$ cat config.mk
export PLATFORM = sky130hd
export DESIGN_NAME = music_seq_ctrl
export DESIGN_NICKNAME = d
export VERILOG_FILES = /design/src/rtl/music_seq_ctrl.sv
export SDC_FILE = /design/constraint.sdc
export NUM_CORES = 1
export LEC_CHECK = 0
export CAP_MARGIN = 10
export CORE_MARGIN = 4
export CORE_UTILIZATION = 29
export CTS_CLUSTER_DIAMETER = 60
export DETAILED_ROUTE_END_ITERATION = 10
export SLEW_MARGIN = 20
export SYNTH_ARGS = -nofsm -noshare
export SYNTH_HDL_FRONTEND = slang
export SYNTH_SLANG_ARGS = --single-unit
$ cat constraint.sdc
create_clock -name clk -period 5.1 [get_ports clk]
set_input_delay 1.53 -clock clk [delete_from_list [all_inputs] [get_ports clk]]
set_output_delay 1.53 -clock clk [all_outputs]
set_load 0.03 [all_outputs]
$ cat src/rtl/music_seq_ctrl.sv
// rtl/music_seq_ctrl.sv - note-period ROM playback sequencer with square-wave buzzer output
//
// Steps a ROM address once per beat and latches the note half-period that the
// ROM returns. The buzzer toggles every note_reg cycles while playing.
// Optional build macro: MUSIC_ARTIC_EN adds a silent tail at the end of each beat.
//
// Ports:
//   clk, rst_n      clock, asynchronous active-low reset
//   start_i         pulse: begin playback at address 0 with track_sel_i latched
//   stop_i          pulse: abort playback (no done pulse)
//   pause_i         pulse: toggle PLAY <-> PAUSE
//   loop_en_i       level: wrap to address 0 after the last step
//   track_sel_i     track chosen at start
//   rom_addr_o      ROM address
//   rom_track_o     latched track, selects the ROM instance
//   rom_note_i      registered ROM data, valid one clk after address/track change
//   buzzer_o        square-wave audio
//   playing_o       high in FETCH, LOAD, PLAY, PAUSE
//   paused_o        high in PAUSE
//   done_o          one-cycle pulse on natural end of song

module music_seq_ctrl #(
    parameter int BEAT_CYCLES  = 6250000,
    parameter int ADDR_W       = 7,
    parameter int SONG_LEN     = 128,
    parameter int NOTE_W       = 20,
    parameter int TRK_W        = 1,
    parameter int REST_PERIOD  = 2500,
    parameter int ARTIC_CYCLES = 500000
) (
    input  logic              clk,
    input  logic              rst_n,
    input  logic              start_i,
    input  logic              stop_i,
    input  logic              pause_i,
    input  logic              loop_en_i,
    input  logic [TRK_W-1:0]  track_sel_i,
    output logic [ADDR_W-1:0] rom_addr_o,
    output logic [TRK_W-1:0]  rom_track_o,
    input  logic [NOTE_W-1:0] rom_note_i,
    output logic              buzzer_o,
    output logic              playing_o,
    output logic              paused_o,
    output logic              done_o
);

    localparam int BEAT_W = (BEAT_CYCLES > 1) ? $clog2(BEAT_CYCLES) : 1;
    // First beat count of the silent tail; clamped so a tail longer than the beat mutes it all.
    localparam int ARTIC_START = (ARTIC_CYCLES < BEAT_CYCLES) ? (BEAT_CYCLES - ARTIC_CYCLES) : 0;

`ifdef MUSIC_ARTIC_EN
    localparam bit ARTIC_EN = 1'b1;
`else
    localparam bit ARTIC_EN = 1'b0;
`endif

    typedef enum logic [2:0] {
        S_IDLE,
        S_FETCH,
        S_LOAD,
        S_PLAY,
        S_PAUSE
    } state_e;

    state_e              state_q, state_d;
    logic [ADDR_W-1:0]   addr_q, addr_d;
    logic [TRK_W-1:0]    track_q, track_d;
    logic [NOTE_W-1:0]   note_q, note_d;
    logic [BEAT_W-1:0]   beat_q, beat_d;
    logic [NOTE_W-1:0]   tone_q, tone_d;
    logic                buzzer_q, buzzer_d;
    logic                done_q, done_d;

    logic note_silent;
    logic last_beat;
    logic last_step;
    logic tone_wrap;
    logic artic_mute;

    assign note_silent = (note_q == '0) || (note_q == NOTE_W'(REST_PERIOD));
    assign last_beat   = (beat_q == BEAT_W'(BEAT_CYCLES - 1));
    assign last_step   = (addr_q == ADDR_W'(SONG_LEN - 1));
    assign tone_wrap   = (tone_q == (note_q - NOTE_W'(1)));
    assign artic_mute  = ARTIC_EN && (state_q == S_PLAY) && (beat_q >= BEAT_W'(ARTIC_START));

    always_comb begin
        state_d  = state_q;
        addr_d   = addr_q;
        track_d  = track_q;
        note_d   = note_q;
        beat_d   = beat_q;
        tone_d   = tone_q;
        buzzer_d = buzzer_q;
        done_d   = 1'b0;

        if (stop_i && (state_q != S_IDLE)) begin
            state_d  = S_IDLE;
            addr_d   = '0;
            beat_d   = '0;
            tone_d   = '0;
            buzzer_d = 1'b0;
        end else begin
            case (state_q)
                S_IDLE: begin
                    // stop in the same cycle outranks start
                    if (start_i && !stop_i) begin
                        track_d = track_sel_i;
                        addr_d  = '0;
                        state_d = S_FETCH;
                    end
                end
                S_FETCH: begin
                    state_d = S_LOAD;
                end
                S_LOAD: begin
                    note_d   = rom_note_i;
                    tone_d   = '0;
                    beat_d   = '0;
                    buzzer_d = 1'b0;
                    state_d  = S_PLAY;
                end
                S_PLAY: begin
                    if (pause_i) begin
                        // Freeze everything on the pausing cycle so resume picks up exactly here.
                        state_d = S_PAUSE;
                    end else begin
                        if (note_silent) begin
                            tone_d   = '0;
                            buzzer_d = 1'b0;
                        end else if (tone_wrap) begin
                            tone_d   = '0;
                            buzzer_d = ~buzzer_q;
                        end else begin
                            tone_d = tone_q + NOTE_W'(1);
                        end

                        if (last_beat) begin
                            if (!last_step) begin
                                addr_d  = addr_q + ADDR_W'(1);
                                state_d = S_FETCH;
                            end else if (loop_en_i) begin
                                addr_d  = '0;
                                state_d = S_FETCH;
                            end else begin
                                addr_d   = '0;
                                beat_d   = '0;
                                tone_d   = '0;
                                buzzer_d = 1'b0;
                                done_d   = 1'b1;
                                state_d  = S_IDLE;
                            end
                        end else begin
                            beat_d = beat_q + BEAT_W'(1);
                        end
                    end
                end
                S_PAUSE: begin
                    if (pause_i) begin
                        state_d = S_PLAY;
                    end
                end
                default: begin
                    state_d = S_IDLE;
                end
            endcase
        end
    end

    always_ff @(posedge clk or negedge rst_n) begin
        if (!rst_n) begin
            state_q  <= S_IDLE;
            addr_q   <= '0;
            track_q  <= '0;
            note_q   <= '0;
            beat_q   <= '0;
            tone_q   <= '0;
            buzzer_q <= 1'b0;
            done_q   <= 1'b0;
        end else begin
            state_q  <= state_d;
            addr_q   <= addr_d;
            track_q  <= track_d;
            note_q   <= note_d;
            beat_q   <= beat_d;
            tone_q   <= tone_d;
            buzzer_q <= buzzer_d;
            done_q   <= done_d;
        end
    end

    // Pause and the articulation tail mute the pin without disturbing the tone phase.
    assign buzzer_o    = buzzer_q && (state_q != S_PAUSE) && !artic_mute;
    assign rom_addr_o  = addr_q;
    assign rom_track_o = track_q;
    assign playing_o   = (state_q != S_IDLE);
    assign paused_o    = (state_q == S_PAUSE);
    assign done_o      = done_q;

endmodule

; ---- Word level (Yosys, flattened, before mapping)
; Cells that the tools add are included.
; W data, S select, Z words.
[classes]
add_sub_neg = 4
eq_ne = 16
muxes = 42
n_bitwise = 2
n_reduce_logical = 16
[ops]
columns = op, count
row1 = $mux W20, 7
row2 = $mux W23, 5
row3 = $pmux W23 S2, 1
row4 = $pmux W20 S2, 1
row5 = $mux W7, 5
row6 = $add A23 B1 Y23 const B, 1
row7 = $eq A23 B23 Y1 const B, 1
row8 = $add A20 B1 Y20 const B, 1
row9 = $eq A20 B12 Y1 const B, 1
row10 = $eq A20 B20 Y1, 1
row11 = $logic_not A20 Y1, 1
row12 = $sub A20 B1 Y20 const B, 1
row13 = $mux W1, 15
row14 = $mux W3, 5
row15 = $pmux W3 S5, 1
row16 = $pmux W7 S2, 1
row17 = $ne A3 B3 Y1 const B, 4
row18 = $ne A4 B4 Y1 const B, 3
row19 = $reduce_bool A3 Y1, 3
row20 = $reduce_and A4 Y1, 2
row21 = $add A7 B1 Y7 const B, 1
row22 = $eq A7 B7 Y1 const B, 1
row23 = $eq A3 B2 Y1 const B, 2
row24 = $reduce_and A3 Y1, 2
row25 = 10 further kinds, 14
[totals]
regBits = 76
in_bits = 27
output_inout_bits = 12
elab_cells = 88

; ---- Depth between registers and ports, before layout
; Gate-level depths: netlist (run 1).
[logic_depth]
depth_word = 10
mapped_depth = 11

; ---- Worst setup path after synthesis (run 1)
; Ideal clock, no wire load.
[synth_timing]
path_kind = input -> register
from = input stop_i
to = register note_q[10]
arrival_time_ns = 3.068
required_time_ns = 4.975
setup_slack_ns = 1.907
cell_stages = 4
n_path_buf = 2
cell_sequence = clkbuf_1 nor4b_1 clkbuf_1 mux2_2
[synth_between]
elab_chain_len = 3
[synth_rtl]
columns = item, line
row1 = "start, declared", 34  ; input logic stop_i,
row2 = $logic_and A1 B1 Y1, 96  ; if (stop_i && (state_q != S_IDLE)) begin
row3 = $not A1 Y1 (no source line), n/a
row4 = $reduce_and A2 Y1 (no source line), n/a
row5 = "end signal, assigned", 183  ; note_q <= note_d;
row6 = "end, declared", 68  ; logic [NOTE_W-1:0] note_q, note_d;
; No other way between the ends.
; A chain may end at the register's enable or synchronous reset.

; ---- Worst setup path in the final report (run 1)
[layout_timing]
from = input stop_i
to = register beat_q[20]
[layout_between]
elab_chain_len = 3
word_cells_on_any_way = 7
cone_classes = 3 x eq/ne / 1 x mux / 3 x reduce/logical
[layout_rtl]
columns = item, line
row1 = $logic_and A1 B1 Y1 (*), 96
row2 = $ne A4 B4 Y1 (no source line) (tied with other cells), n/a
row3 = $reduce_and A4 Y1 (no source line), n/a
row4 = "end signal, assigned", 184  ; beat_q <= beat_d;
row5 = "end, declared", 69  ; logic [BEAT_W-1:0] beat_q, beat_d;
; Mark *: on every way between the ends. The rest lies on a longest branch, timed or not.

==> impl_metrics.toml, run 1 <==
[status]
outcome = "finished clean"

[placed_design]
place_area_sq_um = 4990
dp_hpwl_mm = 6.97
port_buffers = 38
gp_congestion = 0.793

[worst_setup_path]
end_kind = "register"
crit_chain = "clkdlybuf4s50_1 > o21a_1 > o22a_1 > o31a_1 > nand2_1 > nor4_1 > xnor2_1 > nor2_1"
cp_num_buf_inv = 1
path_class = "in -> reg"
required_ns = 5.32
arrival_ns = 3.94
slowest_stage = "clkdlybuf4s50_1"
r2r_cells = 8
crit-reg2reg-launch = "note_q[3]"
r2r_end = "buzzer_q"
path_max_fanout = 12
rrSetupSlack_ns = 1.79
worst_setup_path_start_kind = "primary input"
slowest_delay_ns = 0.72
critPathTopFamily = "compound AO/OA/AOI/OAI gates"

[routing]
drtPass1Iterations = 4
finalWirelength_mm = 9.67
drt_iter0_markers = 197
vias = 3548
wire_per_inst_um = 13.7
routed_via_density = 5.01
ant_nets = 0
drcViolationCount = 0

[clock_tree]
tritoncts = "yes"
htree_levels = 3
clock_latency_ns = 0.33
cts.sinks = 76
post_cts_buffers = 0
cts_made_buffers = 9
clockBufferDepth = 2
cts_resized = 0
postCtsHoldBufs = 0
clk_root_buffer_cell = "clkbuf_16"
clk_pin_slew_ns = 0.06

[logic_synthesis]
netlist.area_leader.share_pct = 42.9
synthArstFlopShare_pct = 100
synth_seq_cells = 76
ys_types = 53
synthTopCellsByArea = "dfrtp_1 43%, xnor2_1 5.9%, nor2_1 5.5%, mux2_2 4.8%, xor2_1 4.7%"
yosysSeqAreaShare_pct = 42.9
syn_inst = 484
synth_edf_count = 0
syn-num-nets = 515
synthFlopType = "dfrtp_1"
yosysTopAreaCell = "dfrtp_1"
synth.avg_cell_area_sq_um = 9.16
yosys_warnings = 0
synth_area_sq_um = 4430

[final_layout]
nets = 551
layout_commonest_cell = "dfrtp_1"
antennaDiodeCount = 0
drive_gt1_share_pct = 8.78
area_growth_pct = 19.4
fin_area_sq_um = 5290
final_cell_mix = "76 x dfrtp_1, 65 x nor2_1, 47 x nand2_1, 37 x clkdlybuf4s50_1"

[die]
dieArea_sq_um = 17300
core_sq_um = 14800
die_y_um = 132
initial_core_util_pct = 30.0
pin_count = 39
fp.dieW_um = 132
num_rows = 44

[power]
p_leak_nw = 2.03
cellPowerDensity_nw_per_um2 = 354
peakVddDrop_uv = 201

[sta]
holdWs_ns = 0.511
tns_ns = 0
rsz0062_at_grt = "no"
skew_ns = 0.00500
maxSlewHeadroom_pct = 59.5
fmax_ghz = 0.269
hold_viol_final = 0
fin_crit_sh_pct = 72.9
setup_violations = 0
tightest_slew_ns = 0.601
period_needed_ns = 3.72
slew_violations = 0

[job]
cap_violations = 0

[global_route]
grt_usage_pct = 11.5
grt_max_degree = 77
antenna_found_initial = 0
grt_pass1_wl_mm = 16.7
grt_pass1_vias = 3522
grt_overflow = 0

[hold_path]
min_from = "rom_track_o"
whs_endpoint = "rom_track_o"
min_path_cells = 1
hold_class = "reg -> reg"
[layout make-up]
class	instances	area, sq um
Fill cell	1501	9460
Multi-Input combinational cell	376	2400
Sequential cell	76	1900
Timing Repair Buffer	43	435
Clock buffer	13	260
Tap cell	184	230
Inverter	14	52.6
Clock inverter	2	10.0
[Yosys cell counts (all sizes together) (2+ instances only)]
cell type	n
nand2b	5
a31oi	3
mux2i	5
inv	14
dfrtp	76
nor2	65
a311oi	2
nand4	13
or4	4
and2	5
nor4bb	2
mux2	19
o21ai	30
o211ai	2
nand4b	3
nor3	20
o31ai	2
and4	3
ha	4
nor2b	2
or3	9
clkbuf	16
nor3b	3
nor4b	3
and3b	2
nor4	14
o2111ai	2
and3	4
nand2	47
a21oi	12
nand3	21
o22ai	2
buf	2
xor2	24
xnor2	30
[per-stage QoR]
step / utilization (%) / std cells / total power [mW] / worst slack, ns
2_1_floorplan: - / 484 / 1.17 / 1.91
3_3_place_gp: 33.9 / 692 / 1.28 / 1.10
3_5_place_dp: 33.9 / 692 / 1.30 / 1.02
4_1_cts: 35.7 / 707 / 1.90 / 1.38
5_1_grt: 35.9 / 708 / 1.99 / 1.18
6_report: 35.9 / 708 / 1.87 / 1.38
[worst register-to-register path, cell delays in order, from the launching register on]
cell and delay (ns):
dfrtp_1 0.48, or4_4 0.63, nor4_4 0.24, xnor2_1 0.09, or4_4 0.55, nor4_4 0.34
nand4_4 0.21, a31oi_4 0.50, o21ai_0 0.14
[power by group]
group | internal [mW] | switching [mW] | total (mW)
clock network | 0.352 | 0.230 | 0.581
registers | 0.680 | 0.139 | 0.819
logic | 0.233 | 0.241 | 0.473
total | 1.26 | 0.609 | 1.87
[registers in the layout, summed over array words and instances (netlist names)]
name	flops
state_q	3
done_o	1
beat_q	23
note_q	20
rom_track_o	1
rom_addr_o	7
tone_q	20
buzzer_q	1
[metal layers]
metal | vias to the layer above | GRT usage [%] | wire [um]
met5 | - | 0 | 0
met4 | 0 | 3.27 | 91
met3 | 9 | 3.40 | 278
met2 | 42 | 19.5 | 4700
met1 | 1711 | 14.2 | 4600
li1 | 1786 | - | -
[worst max-delay path by stage]
stage | slack, ns | endpoint | start | depth (start not counted)
after global routing | 1.18 | beat_q[20] | stop_i | 8
after floorplan | 1.91 | note_q[10] | stop_i | 4
after detailed placement | 1.02 | beat_q[20] | stop_i | 8
after global placement | 1.10 | beat_q[20] | stop_i | 8
final | 1.38 | beat_q[20] | stop_i | 8
after CTS | 1.38 | beat_q[20] | stop_i | 8
[cells by family (layout without fill, tap and decap cells)]
group,count (synthesis),after routing,share of synthesized area (%)
adders and majority gates,4,4,1.13
muxes,24,24,5.96
and+or+nand+nor,227,227,26.8
buffers and inverters,32,72,3.05
AOI/OAI and AO/OA,67,67,9.54
xor gates and xnor gates,54,54,10.7
DFF,76,76,42.9
Power figures use the tool's default switching activity.
==> run 2: changes to the inputs <==
==> constraint.sdc (replaced) <==
create_clock -name clk -period 3.85 [get_ports clk]
set_input_delay 1.155 -clock clk [delete_from_list [all_inputs] [get_ports clk]]
set_output_delay 1.155 -clock clk [all_outputs]
set_load 0.03 [all_outputs]
==> impl_metrics.toml, run 2 (synthesized netlist as in run 1, its figures left out) <==
[sta]
period_needed_ns = 3.30
fmax_ghz = 0.303
rsz0062_at_grt = "no"
tns_ns = 0
setup_violations = 0
maxSlewHeadroom_pct = 54.6
slew_violations = 0
fin_crit_sh_pct = 85.8
skew_ns = 0.00712
hold_viol_final = 0
fin_ws_ns = 0.547
tightest_slew_ns = 0.676

[clock_tree]
clk_root_buffer_cell = "clkbuf_16"
htree_levels = 3
clock_latency_ns = 0.33
postCtsHoldBufs = 0
cts_made_buffers = 9
post_cts_buffers = 0
tritoncts = "yes"
clk_pin_slew_ns = 0.06
cts_resized = 0
clockBufferDepth = 2
cts.sinks = 76

[die]
dieArea_sq_um = 17300
initial_core_util_pct = 30.0
die_y_um = 132
num_rows = 44
fp.dieW_um = 132
core_sq_um = 14800
pin_count = 39

[power]
cellPowerDensity_nw_per_um2 = 492
p_leak_nw = 2.06
peakVddDrop_uv = 189

[final_layout]
antennaDiodeCount = 0
drive_gt1_share_pct = 9.68
final_cell_mix = "76 x dfrtp_1, 65 x nor2_1, 47 x nand2_1, 37 x clkdlybuf4s50_1"
nets = 553
layout_commonest_cell = "dfrtp_1"
instances_no_fill = 711
largest-register = "beat_q"
area_growth_pct = 21.0
top_regs = "beat_q x23, note_q x20, tone_q x20"
largest_register_ffs = 23

[placed_design]
dp_cells = 694
dp_hpwl_mm = 7.23
dpl_worst_slack_ns = 0.477
gp_congestion = 0.856
port_buffers = 38

[worst_setup_path]
worst_setup_path_start_kind = "register"
slowest_stage = "or4_4"
crit_chain = "or4_4 > nor4_4 > xnor2_1 > or4_4 > nor4_4 > nand4_4 > a31oi_4 > nor2_1"
path_max_fanout = 16
slowest_delay_ns = 0.62
cp_num_buf_inv = 0
path_class = "reg -> reg"
end_kind = "register"
arrival_ns = 3.50
required_ns = 4.04
critPathTopFamily = "simple AND/OR/NAND/NOR gates"

[routing]
met1_length_mm = 4.65
vias = 3638
ant_nets = 0
routed_via_density = 5.12
wl_met2_mm = 4.85
drt_iter0_markers = 221
drcViolationCount = 0
wire_per_inst_um = 14.2
finalWirelength_mm = 10.1
routed-wl-met3_um = 412
drtPass1Iterations = 4
top_layer_used = "met4"

[global_route]
grt_pass1_wl_mm = 17.1
antenna_found_initial = 0
grt_overflow = 0
grt_pass1_vias = 3574
grt_usage_pct = 11.7
grt_max_degree = 77

[hold_path]
hold_class = "reg -> reg"

[status]
outcome = "finished clean"

[job]
cap_violations = 0
## run 2: cell count changes in the layout (fill, tap and decap cells not counted), sizes merged
cell      delta
clkinvlp     +3
buf          +2
clkinv       -1
bufinv       +2
clkbuf       -3
## run 2: worst reg2reg max path: stages (launching register included)
cell and delay, ns:
dfrtp_1 0.47, or4_4 0.62, nor4_4 0.24, xnor2_1 0.09, or4_4 0.55, nor4_4 0.35
nand4_4 0.21, a31oi_4 0.51, nor2_1 0.14
## run 2: final timing paths
| path | start | slack [ns] | cells past startpoint | to |
|---|---|---|---|---|
| setup / recovery | note_q[3] | 0.55 | 8 | tone_q[9] |
| hold / removal | rom_track_o | 0.51 | 1 | rom_track_o |
| setup reg to reg | note_q[3] | 0.55 | 8 | tone_q[9] |
| hold reg to reg | rom_track_o | 0.51 | 1 | rom_track_o |
| max in group asynchronous | rst_n | 2.59 | 2 | beat_q[11] |
| min in group asynchronous | rst_n | 0.70 | 1 | note_q[2] |
## run 2: metal layers
| layer | track usage [%] | up-vias |
|---|---|---|
| met5 | 0 | - |
| met2 | 19.4 | 90 |
| met1 | 14.9 | 1742 |
| met3 | 3.48 | 15 |
| li1 | - | 1791 |
| met4 | 3.50 | 0 |
## run 2: area by class of cell
| class | count | area [sq um] |
|---|---|---|
| fillers | 1456 | 9390 |
| multi-input cells | 376 | 2400 |
| flip-flops and latches | 76 | 1900 |
| repair buffers | 45 | 450 |
| clock buffers | 10 | 239 |
| well taps | 184 | 230 |
| clock inverters | 6 | 87.6 |
| inverters | 14 | 52.6 |
## run 2: report_power, final
group          internal [mW]  total (mW)  leakage [nW]  switching, mW
Combinational          0.311       0.641         0.888          0.330
Sequential             0.900        1.09          1.02          0.185
Clock                  0.583       0.912         0.151          0.329
Total                   1.79        2.64          2.06          0.843
## run 2: metrics by stage
step / area (sq um) / hold slack, ns / power, mW / utilization [%]
after floorplan: 4430 / 0.501 / 1.55 / -
after global placement: 5010 / 0.489 / 1.71 / 34.0
after detailed placement: 5010 / 0.498 / 1.73 / 34.0
after CTS: 5340 / 0.512 / 2.66 / 36.2
after global routing: 5360 / 0.551 / 2.78 / 36.4
final: 5360 / 0.507 / 2.64 / 36.4
==> RTL change: new RTL, config.mk and constraints of run 2 <==
The 5 states of `state_e` get a one-hot encoding in 5 bits.
--- a/src/rtl/music_seq_ctrl.sv
+++ b/src/rtl/music_seq_ctrl.sv
@@ -54,12 +54,12 @@
     localparam bit ARTIC_EN = 1'b0;
 `endif
 
-    typedef enum logic [2:0] {
-        S_IDLE,
-        S_FETCH,
-        S_LOAD,
-        S_PLAY,
-        S_PAUSE
+    typedef enum logic [4:0] {
+        S_IDLE  = 5'b00001,
+        S_FETCH = 5'b00010,
+        S_LOAD  = 5'b00100,
+        S_PLAY  = 5'b01000,
+        S_PAUSE = 5'b10000
     } state_e;
 
     state_e              state_q, state_d;
Check against the original RTL: same outputs for any inputs over 4 cycles, from zero or initial values and one cycle with rst_n low; so few cycles prove little.
==> RTL change against run 2 <==
Area after synthesis is 5.0% higher. Setup slack improved by 0.018 ns. First-iteration DRC count is 11% lower. Cell area grew 4.1%. Sequential cell count increased by 2. Die area up 4.7%. Wire length is 7.8% higher. Core utilization shrank 1.1 points. Cell count is 9.0% higher.
Power is not compared: it rests on default switching activity, and its combinational part moved more than twofold at a synthesized area within 25%.
==> RTL change: results (changes against run 2) <==
clocking:
  htree_levels: 3  # unchanged
  postCtsSetupBuffers: 0  # unchanged
  numCtsBuffers: 9  # unchanged
  cts_root_buf: "clkbuf_16"
  cts_max_path_buffers: 2  # unchanged
logic_synthesis:
  synthArstFlopShare: 1.00  # unchanged
  synth_common_cells: "dfrtp_1 (77), nor2_1 (57), nand2_1 (46), nand3_1 (32)"
  ys_types: 59  # +11%
  synthTopCellsByArea: "dfrtp_1 (41%), mux2_2 (5.3%), xnor2_1 (4.7%), xor2_1 (4.7%), nor2_1 (4.6%)"
  synth-main-ff-cell: "dfrtp_1"
  seq_area_frac_synth: 0.420  # -0.00928
  synth_warnings: 0  # unchanged
  syn-num-nets: 544  # +5.6%
power_and_ir_drop:
  internal_power_mw: 2.07
  p_leak_nw: 2.35
status:
  status: "finished clean"
place:
  gp_congestion: 0.862  # +0.63%
  hpwl_um: 7940  # +9.7%
  portBuffers: 38  # unchanged
global_routing:
  antenna_found_initial: 0  # unchanged
  met2_usage: 0.210  # +0.0159
  grt_max_degree: 79  # +2.6%
  met3_usage: 0.0272  # -0.00759
  grt_usage: 0.123  # +0.00514
  grt_pass1_wl_um: 18500  # +8.0%
  use_met1: 0.158  # +0.00869
layout:
  drive_gt1_frac: 0.122  # +0.0249
  diodes: 0  # unchanged
  fin_nets: 585  # +5.8%
  reg_top3: "beat_q: 23 flops, note_q: 20 flops, tone_q: 20 flops"
detailed_routing:
  route.detailed.wl_per_inst_um: 14.0  # -1.1%
  first_iter_violations: 197  # -11%
  dr.pass1.iters: 4  # unchanged
  vias: 3892  # +7.0%
hold_path:
  min_path_type: "reg2reg"
setup_path:
  crit_fanout: 9  # -7
  cp.arrival_ns: 3.51  # about the same
sta:
  skew_ns: 0.0107  # +0.00361 ns
  report.final.hold_viol_count: 0  # unchanged
  relSlewSlack: 0.510  # -0.0355
## RTL change: path summary, 6_finish.rpt
| check | slack, ns | from | end | cells after the start |
|---|---|---|---|---|
| worst max-delay path | 0.56 | stop_i | beat_q[11] | 10 |
| max in group asynchronous | 2.49 | rst_n | note_q[17] | 1 |
| worst min-delay path | 0.51 | rom_track_o | rom_track_o | 1 |
| min in group asynchronous | 0.87 | rst_n | tone_q[4] | 1 |
| worst min register to register | 0.51 | rom_track_o | rom_track_o | 1 |
| worst max register to register | 0.57 | note_q[0] | tone_q[2] | 11 |
## RTL change: cell type report
type | instances | area, sq um
Fill cell | 1604 | 10200
Multi-Input combinational cell | 397 | 2540
Sequential cell | 78 | 1950
Timing Repair Buffer | 52 | 487
Tap cell | 216 | 270
Clock buffer | 13 | 250
Inverter | 16 | 60.1
Clock inverter | 3 | 20.0
## RTL change: logic make-up (layout without fill, tap and decap cells)
| logic type | after synthesis | after routing | share of synthesized area |
|---|---|---|---|
| simple gates | 242 | 242 | 0.276 |
| flops | 78 | 78 | 0.420 |
| compound gates | 77 | 77 | 0.108 |
| xor+xnor | 50 | 50 | 0.0941 |
| buf+inv | 38 | 84 | 0.0333 |
| mux | 24 | 24 | 0.0575 |
| fa+ha+maj | 4 | 4 | 0.0108 |
## RTL change: power by group through the flow
stage	clock network [mW]	registers, mW	logic [mW]
finish	0.783	1.12	1.43
global route	0.838	1.14	1.57
global placement	0	1.12	1.38
floorplan	0	1.03	1.16
CTS	0.807	1.11	1.43
detailed placement	0	1.13	1.42
## RTL change: worst max-delay path, cell delays in order
cell and delay, ns:
clkdlybuf4s50_1 0.50, nor2_1 0.08, and3_1 0.22, a211o_1 0.31, a2111oi_0 0.35, buf_4 0.18
and2_1 0.32, nand4_1 0.17, xor2_1 0.17, nor2_1 0.05
## RTL change: metal layers
metal,vias to the layer above,part of all wire
met5,-,0
met3,4,0.029
met1,1913,0.46
li1,1920,-
met4,0,0.0061
met2,55,0.50
## RTL change: stage by stage
step,setup WS (ns),area (sq um),cells
2_1_floorplan,0.697,4650,513
3_3_place_gp,0.273,5310,759
4_1_cts,0.551,5580,775
5_1_grt,0.184,5590,775
6_report,0.564,5590,775
3_5_place_dp,0.238,5310,759
